## src/rtl/coincidence_trigger_pkg.sv

```systemverilog
// Shared definitions for the coincidence trigger blocks:
// FSM state encodings and a popcount helper.
package coincidence_trigger_pkg;

  localparam logic [1:0] ST_IDLE  = 2'd0;
  localparam logic [1:0] ST_ARMED = 2'd1;
  localparam logic [1:0] ST_FIRE  = 2'd2;
  localparam logic [1:0] ST_DEAD  = 2'd3;

  // Widest channel vector popcount accepts; callers zero-extend.
  localparam int MAX_CH = 256;

  function automatic int unsigned popcount(
    input logic [MAX_CH-1:0] v
  );
    int unsigned n;
    n = 0;
    for (int i = 0; i < MAX_CH; i++)
      n = n + 32'(v[i]);
    return n;
  endfunction

endpackage

```

## src/rtl/coincidence_trigger_stretcher.sv

```systemverilog
// One channel: rising-edge detect plus WINDOW-cycle gate counter.
// Ports: clk, rst (sync, high), clr (hold gate at 0), in, en, active.
module coincidence_trigger_stretcher
  import coincidence_trigger_pkg::*;
#(
  parameter int WINDOW = 4
) (
  input  logic clk,
  input  logic rst,
  input  logic clr,
  input  logic in,
  input  logic en,
  output logic active
);

  localparam int GW = $clog2(WINDOW + 1);

  logic          prev;
  logic [GW-1:0] gcnt;

  // prev tracks the input in every state so an edge seen
  // while the gate is cleared cannot appear later.
  always_ff @(posedge clk) begin
    if (rst) begin
      prev <= 1'b0;
      gcnt <= '0;
    end else begin
      prev <= in;
      if (clr)
        gcnt <= '0;
      else if (en && in && !prev)
        gcnt <= GW'(WINDOW);
      else if (gcnt != '0)
        gcnt <= gcnt - 1'b1;
    end
  end

  assign active = (gcnt != '0);

endmodule

```

## src/rtl/coincidence_trigger.sv

```systemverilog
// N-channel coincidence trigger: gates, threshold FSM, deadtime, counter.
// Ports: clk, rst, triggers, chmask, threshold, enable, count_clr ->
//        triggered, armed, busy, hitpattern, trig_count.
module coincidence_trigger
  import coincidence_trigger_pkg::*;
#(
  parameter int NCH      = 16,
  parameter int WINDOW   = 4,
  parameter int DEADTIME = 16,
  parameter int CNTW     = 16,
  parameter int THRW     = $clog2(NCH + 1)
) (
  input  logic            clk,
  input  logic            rst,
  input  logic [NCH-1:0]  triggers,
  input  logic [NCH-1:0]  chmask,
  input  logic [THRW-1:0] threshold,
  input  logic            enable,
  input  logic            count_clr,
  output logic            triggered,
  output logic            armed,
  output logic            busy,
  output logic [NCH-1:0]  hitpattern,
  output logic [CNTW-1:0] trig_count
);

  localparam int DW = (DEADTIME > 1) ? $clog2(DEADTIME) : 1;
  localparam logic [DW-1:0] DLOAD =
    DW'((DEADTIME > 0) ? DEADTIME - 1 : 0);

  logic [1:0]        state;
  logic [1:0]        state_nxt;
  logic [DW-1:0]     dcnt;
  logic [NCH-1:0]    active;
  logic [MAX_CH-1:0] active_ext;
  logic [THRW-1:0]   mult;
  logic              fire_go;
  logic              gate_clr;

  // Gates only run while ARMED; FIRE and DEAD discard edges.
  assign gate_clr = (state != ST_ARMED);

  for (genvar i = 0; i < NCH; i++) begin : g_ch
    coincidence_trigger_stretcher #(
      .WINDOW(WINDOW)
    ) u_str (
      .clk   (clk),
      .rst   (rst),
      .clr   (gate_clr),
      .in    (triggers[i]),
      .en    (chmask[i]),
      .active(active[i])
    );
  end

  always_comb begin
    active_ext = '0;
    active_ext[NCH-1:0] = active;
  end

  assign mult    = THRW'(popcount(active_ext));
  assign fire_go = (threshold != '0) && (mult >= threshold);

  always_comb begin
    state_nxt = state;
    unique case (state)
      ST_IDLE:  state_nxt = ST_ARMED;
      ST_ARMED: if (fire_go) state_nxt = ST_FIRE;
      ST_FIRE:  state_nxt = (DEADTIME == 0) ? ST_ARMED : ST_DEAD;
      ST_DEAD:  if (dcnt == '0) state_nxt = ST_ARMED;
      default:  state_nxt = ST_IDLE;
    endcase
    if (!enable)
      state_nxt = ST_IDLE;
  end

  always_ff @(posedge clk) begin
    if (rst) begin
      state      <= ST_IDLE;
      dcnt       <= '0;
      hitpattern <= '0;
      trig_count <= '0;
    end else begin
      state <= state_nxt;
      if (state == ST_FIRE)
        dcnt <= DLOAD;
      else if (state == ST_DEAD && dcnt != '0)
        dcnt <= dcnt - 1'b1;
      // Capture the gates that formed the coincidence, before
      // the oldest one can expire during the FIRE cycle.
      if (state == ST_ARMED && state_nxt == ST_FIRE)
        hitpattern <= active;
      if (count_clr)
        trig_count <= '0;
      else if (state == ST_FIRE && trig_count != '1)
        trig_count <= trig_count + 1'b1;
    end
  end

  assign triggered = (state == ST_FIRE);
  assign armed     = (state == ST_ARMED);
  assign busy      = (state == ST_FIRE) || (state == ST_DEAD);

endmodule
```

## config.mk

```make
export PLATFORM = sky130hd
export DESIGN_NAME = coincidence_trigger
export DESIGN_NICKNAME = d
export VERILOG_FILES = /design/src/rtl/coincidence_trigger_pkg.sv /design/src/rtl/coincidence_trigger_stretcher.sv /design/src/rtl/coincidence_trigger.sv
export SDC_FILE = /design/constraint.sdc
export NUM_CORES = 1
export LEC_CHECK = 0
export BUFFER_PORTS_ARGS = -buffer_cell sky130_fd_sc_hd__buf_2
export CAP_MARGIN = 15
export CORE_MARGIN = 3
export CORE_UTILIZATION = 55
export CTS_CLUSTER_SIZE = 28
export DETAILED_ROUTE_END_ITERATION = 8
export HOLD_SLACK_MARGIN = 0.06
export PLACE_DENSITY = 0.83
export REMOVE_ABC_BUFFERS = 1
export SYNTH_ARGS = -nofsm -noshare
export SYNTH_HDL_FRONTEND = slang
export SYNTH_SLANG_ARGS = --single-unit
```

## constraint.sdc

```tcl
create_clock -name clk -period 13.32 [get_ports clk]
set_input_delay 1.998 -clock clk [delete_from_list [all_inputs] [get_ports clk]]
set_output_delay 1.998 -clock clk [all_outputs]
set_load 0.05 [all_outputs]
```

# Word-level counts from Yosys, hierarchy flattened
# Cells that the tools add are included.
# word_totals
elab_cells,238
ff_bits,102
# op_classes
reduce_logical,108
n_addsub,33
muxes,38
n_lt_le_gt_ge,1
n_eq_ne,6
# ops
cell,n
$mux 3,32
$add 5x1->5,11
$reduce_bool 3->1,16
$reduce_or 3->1,16
$sub 3x1->3 const B,16
$logic_and 1x1->1,36
$reduce_bool 2->1,17
$add 16x1->16 const B,1
$logic_not 1->1,16
$ne 16x16->1 const B,1
$mux 4,2
$pmux 2 s4,1
$eq 2x2->1 const B,3
$mux 2,3
$add 4x1->5,1
$ge 5x5->1,1
$reduce_bool 5->1,1
$add 3x1->4,1
$logic_not 4->1,1
$reduce_bool 4->1,1
$reduce_or 2->1,2
$sub 4x1->4 const B,1
$add 2x1->3,1
$add 1x1->2,1
4 further kinds,4

# Depth between registers and ports, before layout
# logic_depth
ltp_word,23
mapped_depth,21
mapped_depth_nobuf,20

# Hierarchy
# Synthesis repeated with hierarchy kept, for this count alone.
# unflattened
hier_cells,601
hier_area_um2,6024.5
# by_module_without_submodules
mod,instances,area_each_um2,cells_each
coincidence_trigger_stretcher,16,231.5,21
coincidence_trigger,1,2321.0,265

# Worst setup path before layout
# No wires, ideal clock.
# synth_path
kind,reg2reg
startpoint,register g_ch[0].u_str.gcnt[0]
endpoint,register hitpattern[0]
n_path_buf,1
stages_incl_launch_ff,21
arrival_ns,5.030
required_time_ns,13.249
setup_time_ns,0.071
slack_ns,8.219
cell_sequence,dfxtp_1 -> inv_1 -> ha_1 -> ha_1 -> inv_1 -> fa_1 -> fa_1 -> fa_1 -> inv_1 -> fa_1 -> inv_1 -> ha_1 -> fa_1 -> a21oi_1 -> nor2b_1 -> ha_1 -> nand3_1 -> o21ai_1 -> clkbuf_1 -> nand3_1 -> a21oi_1
# synth_via
elab_chain_len,23
# synth_rtl
element,line,rtl
"start, declared",coincidence_trigger_stretcher.sv:19,logic [GW-1:0] gcnt;
"start signal, assigned",coincidence_trigger_stretcher.sv:32,gcnt <= GW'(WINDOW);
"start signal, assigned",coincidence_trigger_stretcher.sv:34,gcnt <= gcnt - 1'b1;
$reduce_bool 3->1 *,coincidence_trigger_stretcher.sv:38,assign active = (gcnt != '0);
via g_ch[0].u_str.active,coincidence_trigger_stretcher.sv:13,output logic active
$add 1x1->2,coincidence_trigger_pkg.sv:19,n = n + 32'(v[i]);
$add 2x1->3,coincidence_trigger_pkg.sv:19,
$add 3x1->4,coincidence_trigger_pkg.sv:19,
$add 4x1->5,coincidence_trigger_pkg.sv:19,
$add 5x1->5 (11 in a row),coincidence_trigger_pkg.sv:19,
$ge 5x5->1,coincidence_trigger.sv:62,assign fire_go = (threshold != '0) && (mult >= threshold);
$logic_and 1x1->1,coincidence_trigger.sv:62,
$mux 2,coincidence_trigger.sv:68,ST_ARMED: if (fire_go) state_nxt = ST_FIRE;
$pmux 2 s4,coincidence_trigger.sv:66,unique case (state)
$mux 2,coincidence_trigger.sv:73,if (!enable)
$eq 2x2->1,coincidence_trigger.sv:91,if (state == ST_ARMED && state_nxt == ST_FIRE)
$logic_and 1x1->1,coincidence_trigger.sv:91,
"end signal, assigned",coincidence_trigger.sv:92,hitpattern <= active;
"end, declared",coincidence_trigger.sv:23,"output logic [NCH-1:0] hitpattern,"
# Mark *: on every way through the listed nets, which the timed path passes. The rest lies on a longest branch.
# A chain may end at the register's enable or synchronous reset.

# Final worst setup path
# layout_path
startpoint,register g_ch[0].u_str.gcnt[0]
endpoint,register hitpattern[14]
# layout_via
elab_chain_len,23
# layout_rtl
element,line
$reduce_bool 3->1,coincidence_trigger_stretcher.sv:38
via g_ch[0].u_str.active,coincidence_trigger_stretcher.sv:13
$add 1x1->2,coincidence_trigger_pkg.sv:19
$add 2x1->3,coincidence_trigger_pkg.sv:19
$add 3x1->4,coincidence_trigger_pkg.sv:19
$add 4x1->5,coincidence_trigger_pkg.sv:19
$add 5x1->5 (11 in a row),coincidence_trigger_pkg.sv:19
$ge 5x5->1,coincidence_trigger.sv:62
$logic_and 1x1->1,coincidence_trigger.sv:62
$mux 2,coincidence_trigger.sv:68
$pmux 2 s4,coincidence_trigger.sv:66
$mux 2,coincidence_trigger.sv:73
$eq 2x2->1,coincidence_trigger.sv:91
$logic_and 1x1->1,coincidence_trigger.sv:91
# The timed path passes the listed nets, and every way through them passes these cells.

==> summary.txt <==
Status
  • Result of the run: complete, no violations

CTS
  • H-tree levels: 3
  • Hold-fix buffer count after cts: 0
  • Post_cts resized: 0
  • Clock buffers created by TritonCTS: 9
  • Post-CTS clock slew at the launch and capture registers of the worst setup and hold paths: 0.09 ns
  • Max Buffers Root-to-Sink: 2
  • Clock tree from TritonCTS: yes
  • Sinks on the clock net: 102
  • Root Buffer Master: sky130_fd_sc_hd__clkbuf_8
  • Clock latency on the worst-skew pair: 0.38 ns
  • # Post-CTS Setup Buffers: 0

Floorplan
  • Vertical extent of the die: 103 µm
  • Boundary pin count: 76
  • Area of the core: 8930 µm²
  • Initial cell density of the core: 0.582
  • Number of rows created at floorplan: 34
  • Floorplan die width: 103 µm
  • Die area: 10700 µm²

Finish
  • Area of all sequential standard cells: 2040 µm²
  • Share of layout cells above drive strength 1: 0.152
  • Final nets: 766
  • Finished Core Util: 0.663
  • Leading cell types in the layout, fill and taps excluded: 102 x sky130_fd_sc_hd__dfxtp_1, 79 x sky130_fd_sc_hd__inv_1, 75 x sky130_fd_sc_hd__buf_2
  • Multi-input logic area: 2790 µm²
  • Area added between synthesis and finish: 13.9%
  • Count of inserted antenna diode cells: 0
  • Commonest non-fill, non-tap cell in the layout: sky130_fd_sc_hd__dfxtp_1
  • FILL cells: 735

Yosys
  • Flip-flop cell with the highest count after synthesis: sky130_fd_sc_hd__dfxtp_1
  • Share of flip-flops with an asynchronous set or reset: 0
  • Avg Inst Size Synth: 8.83 µm²
  • Netlist area before placement: 5200 µm²
  • Register bit count reported by yosys: 102
  • Sequential-to-total area share from yosys stat: 0.392
  • Post-Synthesis Cells: 589
  • Netlist cell types: 38
  • Number of enable flip-flop cells after synthesis: 0
  • Total number of yosys warnings: 0

Critical path
  • Register-to-Register Setup Slack: 7.87 ns
  • Critical path type: reg -> reg
  • CP arrival: 5.74 ns
  • Maximum fanout encountered on the critical timing path: 17
  • Crit-path slowest cell: sky130_fd_sc_hd__fa_1
  • Critical path startpoint category: flop
  • Most numerous cell on the critical path: sky130_fd_sc_hd__fa_1
  • CP max stage delay: 0.54 ns
  • Required time at the worst-slack endpoint: 13.62 ns
  • Critical path cell sequence: inv_1, ha_1, ha_1, inv_1, fa_1, fa_1, fa_1, inv_1, fa_1, inv_1, ha_1, fa_1, a21oi_1, nor2b_1, ha_1, a21oi_1, o21a_1, o21ai_0, a21oi_1
  • Type of element capturing the critical path: flop

Timing
  • Unrepaired setup endpoints after global routing: no
  • Fin Clk Skew: 0.0123 ns
  • Shortest clock period the worst path allows after layout: 5.45 ns
  • Slew at the pin with the worst max-slew slack: 0.894 ns
  • Setup ws final: 7.87 ns
  • Peak Freq: 184 MHz
  • Final setup TNS: 0 ns
  • Final-report hold violation count: 0
  • Worst hold slack across all endpoints: 0.496 ns
  • Final clock period utilization by the worst path: 0.409
  • Final setup violation count: 0
  • Fin. max-slew vios: 0
  • Relative slew slack: 0.396

Detailed routing
  • DRC violation count after routing: 0
  • WL/cell: 13.6 µm
  • Number of design-rule violations left by the first detailed-router iteration: 94
  • Drt via density: 5.32
  • Initial DRT Pass Iterations: 4
  • DRT Wirelength: 10500 µm
  • Total vias in the final route: 4109
  • DRT antenna net count: 0

Power and ir drop
  • Tot Pwr: 0.603 mW
  • Maximum VDD drop: 0.0587 mV
  • Power density of the placed cells: 102 nW/µm²
  • Leakage component of the power: 2.74 nW

Global route
  • Global route total overflow: 0
  • Antenna violations before repair: 0
  • Vias in the first global route: 4024
  • GR Util met3: 0.0483
  • Busiest layer in global routing: met2
  • All-Layer GR Usage: 0.210
  • Global routing usage on met2: 0.389
  • Met1 demand-to-capacity share in global routing: 0.240
  • Pin count of the biggest net entering global routing: 41
  • Global-route wire length before repair: 17700 µm

Placed design
  • Placement-stage worst setup slack: 7.48 ns
  • Final weighted congestion in routability-driven placement: 0.863
  • Detail Placement HPWL: 7880 µm
  • IO Port Bufs: 75

Worst hold path
  • Min-Delay Path Class: reg -> reg

Run
  • Max capacitance violation total: 0
## power breakdown
| group | total [mW] | switching [mW] | internal, mW |
|---|---|---|---|
| Combinational | 0.0451 | 0.0272 | 0.0179 |
| Sequential | 0.311 | 0.00174 | 0.309 |
| Clock | 0.247 | 0.104 | 0.143 |
## final cells by class
class,count,share of cell area
Inverter,80,0.0507
Multi-Input combinational cell,390,0.471
Clock buffer,9,0.0209
Timing Repair Buffer,78,0.0671
Sequential cell,102,0.345
Clock inverter,6,0.0226
Tap cell,108,0.0228
## final timing paths
check                                      from  cells after the start                          end
min reg2reg          hitpattern[0]$_SDFFE_PP0P_                      2   hitpattern[0]$_SDFFE_PP0P_
min                  hitpattern[0]$_SDFFE_PP0P_                      2   hitpattern[0]$_SDFFE_PP0P_
max reg2reg  g_ch[0].u_str.gcnt[0]$_SDFFE_PP0P_                     19  hitpattern[14]$_SDFFE_PP0P_
max          g_ch[0].u_str.gcnt[0]$_SDFFE_PP0P_                     19  hitpattern[14]$_SDFFE_PP0P_
## metrics by stage
stage	std cells	cell area [µm²]
6_report	773	5930
5_1_grt	773	5930
4_1_cts	772	5920
3_5_place_dp	757	5660
3_3_place_gp	757	5660
2_1_floorplan	572	5140
## worst max-delay path, delay by kind of cell, from the launching register on
family	cells	cell delay, ns
compound gates	5	1.24
simple gates	1	0.07
flops	1	0.36
buf+inv	4	0.26
fa+ha+maj	9	3.43
## per-layer routing
layer	vias up	part of all wire
li1	2061	-
met1	1944	0.42
met2	86	0.52
met3	18	0.039
met4	0	0.018
met5	-	0
## sequential cells by signal, indices dropped and copies added (netlist names)
| signal | cells |
|---|---|
| g_ch.u_str.gcnt | 48 |
| g_ch.u_str.prev | 16 |
| hitpattern | 16 |
| trig_count | 16 |
| dcnt | 4 |
| state | 2 |
## Yosys cell counts (2+ instances only)
cell                        count  area share
sky130_fd_sc_hd__nand4_1        4      0.0048
sky130_fd_sc_hd__inv_1         79       0.057
sky130_fd_sc_hd__ha_1          54        0.13
sky130_fd_sc_hd__o21ai_0       12       0.012
sky130_fd_sc_hd__xor2_1        11       0.019
sky130_fd_sc_hd__or2_2          2      0.0024
sky130_fd_sc_hd__nor2_1        68       0.049
sky130_fd_sc_hd__fa_1          10       0.038
sky130_fd_sc_hd__a21o_1         2      0.0029
sky130_fd_sc_hd__nor2b_1       18       0.022
sky130_fd_sc_hd__a211oi_1       9       0.013
sky130_fd_sc_hd__dfxtp_1      102        0.39
sky130_fd_sc_hd__a2111oi_2      2      0.0058
sky130_fd_sc_hd__nor3_1        15       0.014
sky130_fd_sc_hd__mux2i_1       18       0.035
sky130_fd_sc_hd__nand2_1       26       0.019
sky130_fd_sc_hd__clkbuf_1      13      0.0094
sky130_fd_sc_hd__buf_2          3      0.0029
sky130_fd_sc_hd__xnor2_1       21       0.035
sky130_fd_sc_hd__nand3b_1      17       0.025
sky130_fd_sc_hd__nor4_1         8      0.0096
sky130_fd_sc_hd__nand3_1       15       0.014
sky130_fd_sc_hd__and2_1         2      0.0024
sky130_fd_sc_hd__a21oi_1       55       0.053
sky130_fd_sc_hd__nand2b_1      10       0.012
## cells by family after synthesis
| logic type | synth area share |
|---|---|
| adder cells (fa/ha/maj) | 0.168 |
| multiplexers | 0.0346 |
| XOR/XNOR | 0.0539 |
| AO/OA/AOI/OAI | 0.0945 |
| buffers and inverters | 0.0707 |
| AND/OR/NAND/NOR | 0.186 |
| flip-flops | 0.392 |
Power figures use the tool's default switching activity.
